--- src/rtl/vote_pkg.sv ---
// Shared types and helpers for the vote tally engine.
package vote_pkg;

  // Widest voter vector the helper functions accept.
  localparam int unsigned MaxCand = 32;
  localparam int unsigned MaxIdxW = 5;

  typedef enum logic [1:0] {
    ModeVote  = 2'b00,
    ModeCount = 2'b01,
    ModeClear = 2'b10,
    ModeTest  = 2'b11
  } mode_e;

  typedef enum logic [1:0] {
    StOpen = 2'b00,
    StScan = 2'b01,
    StDone = 2'b10
  } state_e;

  // True when exactly one bit is set.
  function automatic logic onehot_valid(input logic [MaxCand-1:0] v);
    return (v != '0) && ((v & (v - MaxCand'(1))) == '0);
  endfunction

  // Index of the highest set bit; only meaningful for a one-hot input.
  function automatic logic [MaxIdxW-1:0] onehot_to_idx(input logic [MaxCand-1:0] v);
    logic [MaxIdxW-1:0] idx;
    idx = '0;
    for (int i = 0; i < MaxCand; i++) begin
      if (v[i]) idx = MaxIdxW'(i);
    end
    return idx;
  endfunction

endpackage

--- src/rtl/vote_sat_counter.sv ---
// Saturating up-counter with synchronous clear; holds at all-ones.
module vote_sat_counter #(
  parameter int unsigned WIDTH = 8
) (
  input  logic             clk,
  input  logic             rst,
  input  logic             inc,
  input  logic             clr,
  output logic [WIDTH-1:0] q,
  output logic             full
);

  assign full = &q;

  // Count register: reset/clear to zero, increment unless already full.
  always_ff @(posedge clk) begin
    if (rst || clr) begin
      q <= '0;
    end else if (inc && !full) begin
      q <= q + WIDTH'(1);
    end
  end

endmodule

--- src/rtl/vote_tally_engine.sv ---
// N-candidate vote tally: edge-triggered voting, sequential winner scan, count readout.
module vote_tally_engine
  import vote_pkg::*;
#(
  parameter int unsigned NUM_CAND = 4,
  parameter int unsigned CNT_W    = 8,
  parameter int unsigned TOT_W    = 12,
  localparam int unsigned IDX_W   = $clog2(NUM_CAND)
) (
  input  logic                clk,
  input  logic                rst,
  input  logic [1:0]          mode,
  input  logic [NUM_CAND-1:0] voter,
  input  logic                confirm,
  input  logic [IDX_W-1:0]    rd_sel,
  output logic                vote_ack,
  output logic                vote_err,
  output logic [NUM_CAND-1:0] winner,
  output logic                tie,
  output logic                result_valid,
  output logic [CNT_W-1:0]    rd_count,
  output logic [TOT_W-1:0]    total
);

  mode_e  mode_s;
  state_e state_q, state_d;

  logic                confirm_q, confirm_rise;
  logic [CNT_W-1:0]    cnt [NUM_CAND];
  logic [NUM_CAND-1:0] cnt_full, cnt_inc;
  logic                tot_full, tot_inc, clr;
  logic                voter_ok;
  logic [IDX_W-1:0]    vidx;

  logic [IDX_W-1:0]    i_q, i_d, bidx_q, bidx_d, nbidx;
  logic [CNT_W-1:0]    best_q, best_d, nbest, scan_cnt;
  logic                tflag_q, tflag_d, ntflag;

  logic                ack_d, err_d, tie_d, valid_d;
  logic [NUM_CAND-1:0] winner_d;
  logic [CNT_W-1:0]    rd_count_d;

  assign mode_s       = mode_e'(mode);
  assign confirm_rise = confirm & ~confirm_q;
  assign voter_ok     = onehot_valid(MaxCand'(voter));
  assign vidx         = IDX_W'(onehot_to_idx(MaxCand'(voter)));
  assign scan_cnt     = cnt[i_q];

  for (genvar g = 0; g < NUM_CAND; g++) begin : g_cand
    vote_sat_counter #(.WIDTH(CNT_W)) u_cnt (
      .clk  (clk),
      .rst  (rst),
      .inc  (cnt_inc[g]),
      .clr  (clr),
      .q    (cnt[g]),
      .full (cnt_full[g])
    );
  end

  vote_sat_counter #(.WIDTH(TOT_W)) u_total (
    .clk  (clk),
    .rst  (rst),
    .inc  (tot_inc),
    .clr  (clr),
    .q    (total),
    .full (tot_full)
  );

  // One scan step: fold the current candidate into the running best/tie state.
  always_comb begin
    nbest  = best_q;
    nbidx  = bidx_q;
    ntflag = tflag_q;
    if (scan_cnt > best_q) begin
      nbest  = scan_cnt;
      nbidx  = i_q;
      ntflag = 1'b0;
    end else if ((scan_cnt == best_q) && (best_q != '0)) begin
      ntflag = 1'b1;
    end
  end

  // Next-state, vote acceptance and result logic.
  always_comb begin
    state_d  = state_q;
    i_d      = i_q;
    best_d   = best_q;
    bidx_d   = bidx_q;
    tflag_d  = tflag_q;
    ack_d    = 1'b0;
    err_d    = 1'b0;
    winner_d = winner;
    tie_d    = tie;
    valid_d  = result_valid;
    cnt_inc  = '0;
    tot_inc  = 1'b0;
    clr      = 1'b0;

    if (mode_s == ModeClear) begin
      clr      = 1'b1;
      state_d  = StOpen;
      i_d      = '0;
      best_d   = '0;
      bidx_d   = '0;
      tflag_d  = 1'b0;
      winner_d = '0;
      tie_d    = 1'b0;
      valid_d  = 1'b0;
    end else begin
      unique case (state_q)
        StOpen: begin
          winner_d = '0;
          tie_d    = 1'b0;
          valid_d  = 1'b0;
          if (confirm_rise) begin
            if ((mode_s == ModeVote) && voter_ok && !cnt_full[vidx] && !tot_full) begin
              cnt_inc[vidx] = 1'b1;
              tot_inc       = 1'b1;
              ack_d         = 1'b1;
            end else begin
              err_d = 1'b1;
            end
          end
          if (mode_s == ModeCount) begin
            state_d = StScan;
            i_d     = '0;
            best_d  = '0;
            bidx_d  = '0;
            tflag_d = 1'b0;
          end
        end
        StScan: begin
          err_d   = confirm_rise;
          best_d  = nbest;
          bidx_d  = nbidx;
          tflag_d = ntflag;
          if (i_q == IDX_W'(NUM_CAND - 1)) begin
            state_d  = StDone;
            valid_d  = 1'b1;
            tie_d    = ntflag;
            winner_d = '0;
            if (!ntflag && (nbest != '0)) winner_d[nbidx] = 1'b1;
          end else begin
            i_d = i_q + IDX_W'(1);
          end
        end
        StDone: begin
          err_d = confirm_rise;
          if ((mode_s == ModeVote) || (mode_s == ModeTest)) begin
            state_d  = StOpen;
            winner_d = '0;
            tie_d    = 1'b0;
            valid_d  = 1'b0;
          end
        end
        default: state_d = StOpen;
      endcase
    end
  end

  // Readout mux; out-of-range selects read as zero.
  always_comb begin
    rd_count_d = '0;
    if (32'(rd_sel) < NUM_CAND) rd_count_d = cnt[rd_sel];
  end

  // State and registered outputs.
  always_ff @(posedge clk) begin
    if (rst) begin
      state_q      <= StOpen;
      confirm_q    <= 1'b0;
      i_q          <= '0;
      best_q       <= '0;
      bidx_q       <= '0;
      tflag_q      <= 1'b0;
      vote_ack     <= 1'b0;
      vote_err     <= 1'b0;
      winner       <= '0;
      tie          <= 1'b0;
      result_valid <= 1'b0;
      rd_count     <= '0;
    end else begin
      state_q      <= state_d;
      confirm_q    <= confirm;
      i_q          <= i_d;
      best_q       <= best_d;
      bidx_q       <= bidx_d;
      tflag_q      <= tflag_d;
      vote_ack     <= ack_d;
      vote_err     <= err_d;
      winner       <= winner_d;
      tie          <= tie_d;
      result_valid <= valid_d;
      rd_count     <= rd_count_d;
    end
  end

endmodule

--- config.mk ---
export PLATFORM = sky130hd
export DESIGN_NAME = vote_tally_engine
export DESIGN_NICKNAME = d
export VERILOG_FILES = /design/src/rtl/vote_pkg.sv /design/src/rtl/vote_sat_counter.sv /design/src/rtl/vote_tally_engine.sv
export SDC_FILE = /design/constraint.sdc
export NUM_CORES = 1
export LEC_CHECK = 0
export ABC_AREA = 1
export ABC_CLOCK_PERIOD_IN_PS = 4300
export CAP_MARGIN = 20
export CORE_UTILIZATION = 40
export DETAILED_ROUTE_END_ITERATION = 16
export MAX_ROUTING_LAYER = met4
export SLEW_MARGIN = 25
export SYNTH_ARGS = -nofsm -noshare
export SYNTH_HDL_FRONTEND = slang
export SYNTH_SLANG_ARGS = --single-unit
--- constraint.sdc ---
create_clock -name clk -period 4.3 [get_ports clk]
set_clock_uncertainty 0.15 [all_clocks]
set_input_delay 0.86 -clock clk [delete_from_list [all_inputs] [get_ports clk]]
set_output_delay 0.86 -clock clk [all_outputs]
set_load 0.01 [all_outputs]
Word-level counts from Yosys, hierarchy flattened
Cells that the tools add are included.
- register bits: 76
- input bits: 11
- word-level logic and storage cells: 140
- add/sub/neg operators: 7
- magnitude comparators: 7
- equality and inequality tests: 11
- muxes and demuxes: 52
- bitwise logic cells: 5
- reductions and logical operators: 41
- operator list (cell ; number):
    8-bit two-way mux ; 6
    8-bit by 1-bit adder with 8-bit output (second input constant) ; 4
    4-bit by 32-bit bitwise AND with 32-bit output ; 1
    8-bit binary-select mux with 2-bit select ; 2
    32-bit logical NOT ; 1
    8-bit AND reduction ; 4
    4-bit two-way mux ; 7
    1-bit two-way mux ; 17
    2-bit two-way mux ; 8
    8-bit one-hot mux with 2 select lines ; 1
    8-bit nonzero test ; 2
    1-bit logical AND ; 13
    12-bit by 1-bit adder with 12-bit output (second input constant) ; 1
    4-bit one-hot mux with 3 select lines ; 1
    12-bit AND reduction ; 1
    3-bit AND reduction ; 3
    2-bit == test (second input constant) ; 4
    8-bit == test ; 1
    8-bit greater-than comparator ; 1
    2-bit inequality test (second input constant) ; 4
    2-bit one-hot mux with 2 select lines ; 2
    1-bit logical NOT ; 7
    3-bit >= comparator (second input constant) ; 2
    2-bit by 3-bit < comparator with 1-bit output (second input constant) ; 2
    other kinds (19) ; 28

Logic depth before layout (Yosys ltp)
- depth after elaboration: 13
- mapped depth: 23

By module
From an unflattened synthesis, not the netlist that was laid out.
- cells, all modules: 757
- area, all modules: 4835.9 um2
- modules (own cells, without submodules) (module ; instances ; cells each ; area an instance (um2)):
    vote_tally_engine ; 1 ; 364 ; 2301.0
    vote_sat_counter at g_cand[0].u_cnt ... ; 4 ; 72 ; 456.7
    vote_sat_counter at u_total ; 1 ; 105 ; 708.2

Worst setup path before layout
No wires, ideal clock.
- path kind: reg-to-reg
- from: register i_q[0]
- to: register winner[0]
- arrival: 2.420 ns
- slack: 1.598 ns
- cell stages (with the launch flop): 21
- clock period less this slack: 2.702 ns
- cell sequence: dfxtp_1 > clkbuf_1 > inv_2 > buf_2 > nand2_1 > o211ai_1 > nand2_1 > inv_1 > ha_1 > nand2_1 > nor2_1 > nand4_2 > nand2_2 > buf_6 > nand2_1 > nand2_1 > nand2_1 > nor2_1 > nand2_1 > nand3_1 > a21oi_1
- word-level cells in the longest chain between the ends: 13
- elaborated cells on any way between the ends: 25
- ends and longest elaborated chain (item ; line ; source):
    from (decl) ; vote_tally_engine.sv:35 ; logic [IDX_W-1:0] i_q, i_d, bidx_q, bidx_d, nbidx;
    from (signal assigned) ; vote_tally_engine.sv:185 ; i_q <= i_d;
    2-bit inverter with 3-bit output (implied by the code) ; vote_tally_engine.sv:47 ; assign scan_cnt = cnt[i_q];
    8-bit binary-select mux with 2-bit select ; vote_tally_engine.sv:47 ;
    8-bit two-way mux (implied by the code) (2 in a row) ; vote_tally_engine.sv:47 ;
    8-bit greater-than comparator or 8-bit == test (tied branches) ; vote_tally_engine.sv:74, vote_tally_engine.sv:78 ;
    2-bit two-way mux or 1-bit logical AND (tied branches) ; vote_tally_engine.sv:74, vote_tally_engine.sv:78 ;
    2-bit by 3-bit < comparator with 1-bit output (implied by the code), or another cell as far along ; vote_tally_engine.sv:142 ; if (!ntflag && (nbest != '0)) winner_d[nbidx] = 1'b1;
    1-bit logical AND (implied by the code) or 1-bit two-way mux (tied branches) ; vote_tally_engine.sv:142, vote_tally_engine.sv:74 ;
    1-bit two-way mux (implied by the code) or 1-bit logical NOT (tied branches) ; vote_tally_engine.sv:142 ;
    1-bit demux with 2-bit select or 1-bit logical AND (tied branches) ; vote_tally_engine.sv:142 ;
    4-bit two-way mux ; vote_tally_engine.sv:142 ;
    4-bit two-way mux ; vote_tally_engine.sv:137 ; if (i_q == IDX_W'(NUM_CAND - 1)) begin
    4-bit one-hot mux with 3 select lines ; vote_tally_engine.sv:110 ; unique case (state_q)
    to (signal assigned) ; vote_tally_engine.sv:191 ; winner <= winner_d;
    to (decl) ; vote_tally_engine.sv:18 ; output logic [NUM_CAND-1:0] winner,
Parallel ways exist; a longest one is shown, timed or not. The select of a mux whose other input is x is not followed.
A chain may end at the register's enable or synchronous reset.

Final worst setup path
- from: register i_q[0]
- to: register winner[2]
Same word-level chain as after synthesis.

==> flow_summary.html <==
<table>
<tr><th>Metric</th><th>Value</th></tr>
<tr><th colspan="2">Worst setup path</th></tr>
<tr><td>Crit. End Element</td><td>flop</td></tr>
<tr><td>Peak fanout along the critical path</td><td>14</td></tr>
<tr><td>Element type at the critical path start</td><td>flop</td></tr>
<tr><td>Critical Setup Path Class</td><td>reg2reg</td></tr>
<tr><td>Required @ worst endpoint</td><td>4.36 ns</td></tr>
<tr><td>Data arrival time of the worst path</td><td>about 3.2 ns</td></tr>
<tr><th colspan="2">Outcome</th></tr>
<tr><td>Outcome</td><td>completed</td></tr>
<tr><th colspan="2">Clocking</th></tr>
<tr><td>Number of gates resized after cts</td><td>0</td></tr>
<tr><td>Count of hold-fix buffers inserted at cts</td><td>0</td></tr>
<tr><td>Clk root buf</td><td>sky130_fd_sc_hd__clkbuf_16</td></tr>
<tr><td>Number of clock sinks</td><td>76</td></tr>
<tr><td>Clock tree from TritonCTS</td><td>yes</td></tr>
<tr><td>Post-CTS clock slew at the launch and capture registers of the worst setup and hold paths</td><td>around 0.06 ns</td></tr>
<tr><td>Number of CTS-inserted buffers</td><td>9</td></tr>
<tr><td>Bufs on Longest Clock Path</td><td>2</td></tr>
<tr><td>Post-CTS Setup Bufs</td><td>0</td></tr>
<tr><td>Clock network latency to the later pin of the worst-skew pair</td><td>between 0.3 and 0.4 ns</td></tr>
<tr><td>Number of H-tree levels</td><td>3</td></tr>
<tr><th colspan="2">Synthesis</th></tr>
<tr><td>Number of warning messages in the yosys log</td><td>0</td></tr>
<tr><td>Portion of the post-synthesis area used by sequential elements</td><td>32.4%</td></tr>
<tr><td>Predominant post-synthesis flop cell</td><td>sky130_fd_sc_hd__dfxtp_1</td></tr>
<tr><td>Area of the mapped netlist</td><td>around 0.0047 mm^2</td></tr>
<tr><td>Cell variety after synth</td><td>just over 40</td></tr>
<tr><td>Number of cells produced by synthesis</td><td>roughly 670</td></tr>
<tr><td>Total of flip-flops plus latches after synthesis</td><td>76</td></tr>
<tr><td>EDFF count, synth</td><td>0</td></tr>
<tr><td>Share of async-settable or async-resettable flops after synthesis</td><td>0%</td></tr>
<tr><td>Average size of a mapped cell</td><td>between 7 and 8 um^2</td></tr>
<tr><td>Nets in the synthesized netlist</td><td>around 700</td></tr>
<tr><th colspan="2">Timing</th></tr>
<tr><td>Fin. Hold Viols</td><td>0</td></tr>
<tr><td>Number of failing setup endpoints in the final timing report</td><td>0</td></tr>
<tr><td>Ratio of final minimum period to clock period</td><td>between 70% and 80%</td></tr>
<tr><td>Time the worst path needs with I/O delays and setup</td><td>between 3 and 4 ns</td></tr>
<tr><td>Worst max-slew margin expressed relative to the limit</td><td>a little under half</td></tr>
<tr><td>Actual transition at the worst max-transition pin</td><td>0.800 ns</td></tr>
<tr><td>Fmax</td><td>between 300 and 400 MHz</td></tr>
<tr><td>Setup repair after global routing missed its margin</td><td>false</td></tr>
<tr><td>Count of pins over their slew limit</td><td>0</td></tr>
<tr><td>Sum of negative setup slack</td><td>0 ns</td></tr>
<tr><th colspan="2">Power</th></tr>
<tr><td>Sequential Power Share</td><td>approximately two fifths</td></tr>
<tr><td>Internal Power</td><td>0.00138 W</td></tr>
<tr><td>Power per cell area</td><td>~350 mW/mm^2</td></tr>
<tr><td>Switching Fraction</td><td>around 27%</td></tr>
<tr><td>Combinational Power Share</td><td>approximately 14%</td></tr>
<tr><td>Max rail drop VDD</td><td>roughly 0.00017 V</td></tr>
<tr><td>Fraction of power consumed by the clock network</td><td>around 47%</td></tr>
<tr><td>Reported leakage power</td><td>2.12 nW</td></tr>
<tr><td>NetSw</td><td>0.000515 W</td></tr>
<tr><th colspan="2">Route</th></tr>
<tr><td>Initial DRC Count</td><td>between 300 and 400</td></tr>
<tr><td>Number of detailed-route iterations in the first pass</td><td>5</td></tr>
<tr><td>Detailed-route wire length per cell</td><td>14.2 um</td></tr>
<tr><td>Via/cell ratio</td><td>around 5.3</td></tr>
<tr><td>Detailed-route wire length</td><td>11900 um</td></tr>
<tr><td>DRC violation count after routing</td><td>0</td></tr>
<tr><td>Overall via count from detail_route</td><td>approximately 4400</td></tr>
<tr><td>ANT nets after route</td><td>0</td></tr>
<tr><th colspan="2">Layout</th></tr>
<tr><td>Multi-input logic area</td><td>between 0.002 and 0.003 mm^2</td></tr>
<tr><td>Leading cell types in the layout, fill and taps excluded</td><td>139 x sky130_fd_sc_hd__nand2_1, 85 x sky130_fd_sc_hd__a21oi_1, 76 x sky130_fd_sc_hd__dfxtp_1, 62 x sky130_fd_sc_hd__nor2_1, 56 x sky130_fd_sc_hd__inv_1</td></tr>
<tr><td>Most common library cell in the layout ignoring fill and taps</td><td>sky130_fd_sc_hd__nand2_1</td></tr>
<tr><td>Antenna diode instance count</td><td>0</td></tr>
<tr><td>Final-stage net count</td><td>about 730</td></tr>
<tr><td>Reg area</td><td>0.00152 mm^2</td></tr>
<tr><td>Ratio of cells with drive above 1 in the final layout</td><td>8.74%</td></tr>
<tr><td>Area Growth Syn to Fin</td><td>16.7%</td></tr>
<tr><td>Final-layout fill cell count</td><td>between 1000 and 1500</td></tr>
<tr><td>Post-route design area</td><td>0.00548 mm^2</td></tr>
<tr><th colspan="2">Global routing</th></tr>
<tr><td>All-layer global routing usage</td><td>around 22%</td></tr>
<tr><td>Initial antenna violation count</td><td>0</td></tr>
<tr><td>Largest net degree at the start of global routing</td><td>37</td></tr>
<tr><td>Wire length of the first global-routing pass</td><td>19600 um</td></tr>
<tr><td>Number of global-route vias before repair</td><td>4026</td></tr>
<tr><td>Global route overflow</td><td>0</td></tr>
<tr><th colspan="2">Placement</th></tr>
<tr><td>Post-placement cell area</td><td>around 0.0051 mm^2</td></tr>
<tr><td>Placer's final routability congestion estimate</td><td>roughly 0.93</td></tr>
<tr><td>Detailed placement HPWL</td><td>8690 um</td></tr>
<tr><td>Number of port buffers</td><td>38</td></tr>
<tr><th colspan="2">Die</th></tr>
<tr><td>Placement row count</td><td>39</td></tr>
<tr><td>DIE HEIGHT</td><td>110 um</td></tr>
<tr><td>Floorplan Core Area</td><td>approximately 0.011 mm^2</td></tr>
<tr><td>Initial standard-cell utilization of the core</td><td>roughly two fifths</td></tr>
<tr><td>Number of placed I/O pins</td><td>39</td></tr>
<tr><td>Die outline area</td><td>~0.012 mm^2</td></tr>
<tr><td>Floorplan die width</td><td>110 um</td></tr>
<tr><th colspan="2">Worst hold path</th></tr>
<tr><td>Hold WC Path Type</td><td>reg2reg</td></tr>
<tr><th colspan="2">Flow run</th></tr>
<tr><td>Number of maximum-capacitance violations</td><td>0</td></tr>
</table>
## power groups by stage
stage | registers, W | logic, W | clock network [W]
floorplan | 0.000742 | 0.000198 | 0
CTS | 0.000727 | 0.000271 | 0.000913
global route | 0.000729 | 0.000306 | 0.000949
finish | 0.000727 | 0.000272 | 0.000896
detailed placement | 0.000743 | 0.000269 | 0
global placement | 0.000742 | 0.000267 | 0
## worst max-delay path, cell delays in order, from the launching register on
cell and delay [ns]:
sky130_fd_sc_hd__dfxtp_1 0.58, sky130_fd_sc_hd__inv_2 0.18, sky130_fd_sc_hd__nand2_1 0.11, sky130_fd_sc_hd__o211ai_1 0.08, sky130_fd_sc_hd__nand2_1 0.10, sky130_fd_sc_hd__inv_1 0.04
sky130_fd_sc_hd__ha_1 0.29, sky130_fd_sc_hd__nand2_1 0.08, sky130_fd_sc_hd__nor2_1 0.19, sky130_fd_sc_hd__nand4_2 0.25, sky130_fd_sc_hd__nand2_2 0.32, sky130_fd_sc_hd__nand2_1 0.12
sky130_fd_sc_hd__nand2_1 0.08, sky130_fd_sc_hd__nand2_1 0.05, sky130_fd_sc_hd__nor2_1 0.09, sky130_fd_sc_hd__nand2_1 0.12, sky130_fd_sc_hd__nand3_1 0.10, sky130_fd_sc_hd__a21oi_1 0.07
## flip-flops by register name, indices dropped and copies added (netlist names)
register	cells
g_cand.u_cnt.q	32
vote_err	1
tie	1
result_valid	1
confirm_q	1
rd_count	8
u_total.q	12
winner	4
i_q	2
tflag_q	1
bidx_q	2
state_q	2
best_q	8
vote_ack	1
## cell type report
type / count / area share (%)
clock buffers: 10 / 4.36
clock inverters: 6 / 2.03
inverters: 68 / 4.84
multi-input cells: 494 / 49.9
flip-flops and latches: 76 / 27.8
well taps: 143 / 3.27
repair buffers: 44 / 7.77
## cells in the mapped netlist (2+ instances only)
| library cell | instances | area (um^2) |
|---|---|---|
| sky130_fd_sc_hd__nor2_4 | 3 | 33.8 |
| sky130_fd_sc_hd__inv_2 | 8 | 30.0 |
| sky130_fd_sc_hd__nand4_1 | 26 | 163 |
| sky130_fd_sc_hd__nand3_4 | 3 | 52.6 |
| sky130_fd_sc_hd__nor2_1 | 62 | 233 |
| sky130_fd_sc_hd__nand2_2 | 4 | 25.0 |
| sky130_fd_sc_hd__nor2_2 | 2 | 12.5 |
| sky130_fd_sc_hd__a31oi_1 | 4 | 25.0 |
| sky130_fd_sc_hd__xor2_1 | 19 | 166 |
| sky130_fd_sc_hd__nor3_4 | 2 | 32.5 |
| sky130_fd_sc_hd__ha_1 | 22 | 275 |
| sky130_fd_sc_hd__dfxtp_1 | 76 | 1520 |
| sky130_fd_sc_hd__clkbuf_1 | 16 | 60.1 |
| sky130_fd_sc_hd__nor3_2 | 3 | 30.0 |
| sky130_fd_sc_hd__clkinv_1 | 2 | 7.51 |
| sky130_fd_sc_hd__nand2_1 | 139 | 522 |
| sky130_fd_sc_hd__nand3_1 | 47 | 235 |
| sky130_fd_sc_hd__buf_2 | 8 | 40.0 |
| sky130_fd_sc_hd__nand4_2 | 3 | 37.5 |
| sky130_fd_sc_hd__inv_1 | 56 | 210 |
| sky130_fd_sc_hd__xnor2_1 | 8 | 70.1 |
| sky130_fd_sc_hd__nor3_1 | 5 | 25.0 |
| sky130_fd_sc_hd__o21ai_0 | 22 | 110 |
| sky130_fd_sc_hd__nor4_1 | 2 | 12.5 |
| sky130_fd_sc_hd__o21ai_1 | 15 | 75.1 |
| sky130_fd_sc_hd__buf_6 | 6 | 67.6 |
| sky130_fd_sc_hd__o211ai_1 | 5 | 37.5 |
| sky130_fd_sc_hd__a21oi_2 | 2 | 17.5 |
| sky130_fd_sc_hd__nand2_4 | 2 | 22.5 |
| sky130_fd_sc_hd__o21ai_2 | 2 | 17.5 |
| sky130_fd_sc_hd__a21oi_1 | 85 | 425 |
## kinds of logic (layout without fill, tap and decap cells)
family,Yosys count,after routing,synth area share (%)
DFF,76,76,32.4
and+or+nand+nor,309,309,32.1
buffers and inverters,99,128,9.30
xor gates and xnor gates,27,27,5.04
adders and majority gates,22,22,5.87
AOI/OAI and AO/OA,136,136,15.2
## path summary, 6_finish.rpt
path / start / cells past startpoint / slack (ns) / end
setup / recovery: i_q[0] / 17 / 1.17 / winner[2]
hold / removal: bidx_q[1] / 2 / 0.32 / bidx_q[1]
setup reg to reg: i_q[0] / 17 / 1.17 / winner[2]
hold reg to reg: bidx_q[1] / 2 / 0.32 / bidx_q[1]
## per-layer routing
| layer | global-route usage [%] | vias up | share of wire, % |
|---|---|---|---|
| li1 | - | 2271 | - |
| met1 | 28.3 | 2064 | 46 |
| met2 | 33.1 | 99 | 47 |
| met3 | 4.59 | 15 | 5.2 |
| met4 | 7.42 | 0 | 1.5 |
| met5 | - | - | 0 |
## metrics by stage
step	setup slack [ns]	hold WS (ns)	util (%)	total power, W	std cells
floorplan	1.60	0.294	-	0.000941	669
global placement	1.08	0.305	44.9	0.00101	825
detailed placement	1.08	0.308	44.9	0.00101	825
CTS	1.20	0.319	48.0	0.00191	841
global route	0.784	0.341	48.0	0.00198	841
finish	1.17	0.315	48.0	0.00190	841
(Power assumes the default switching activity.)
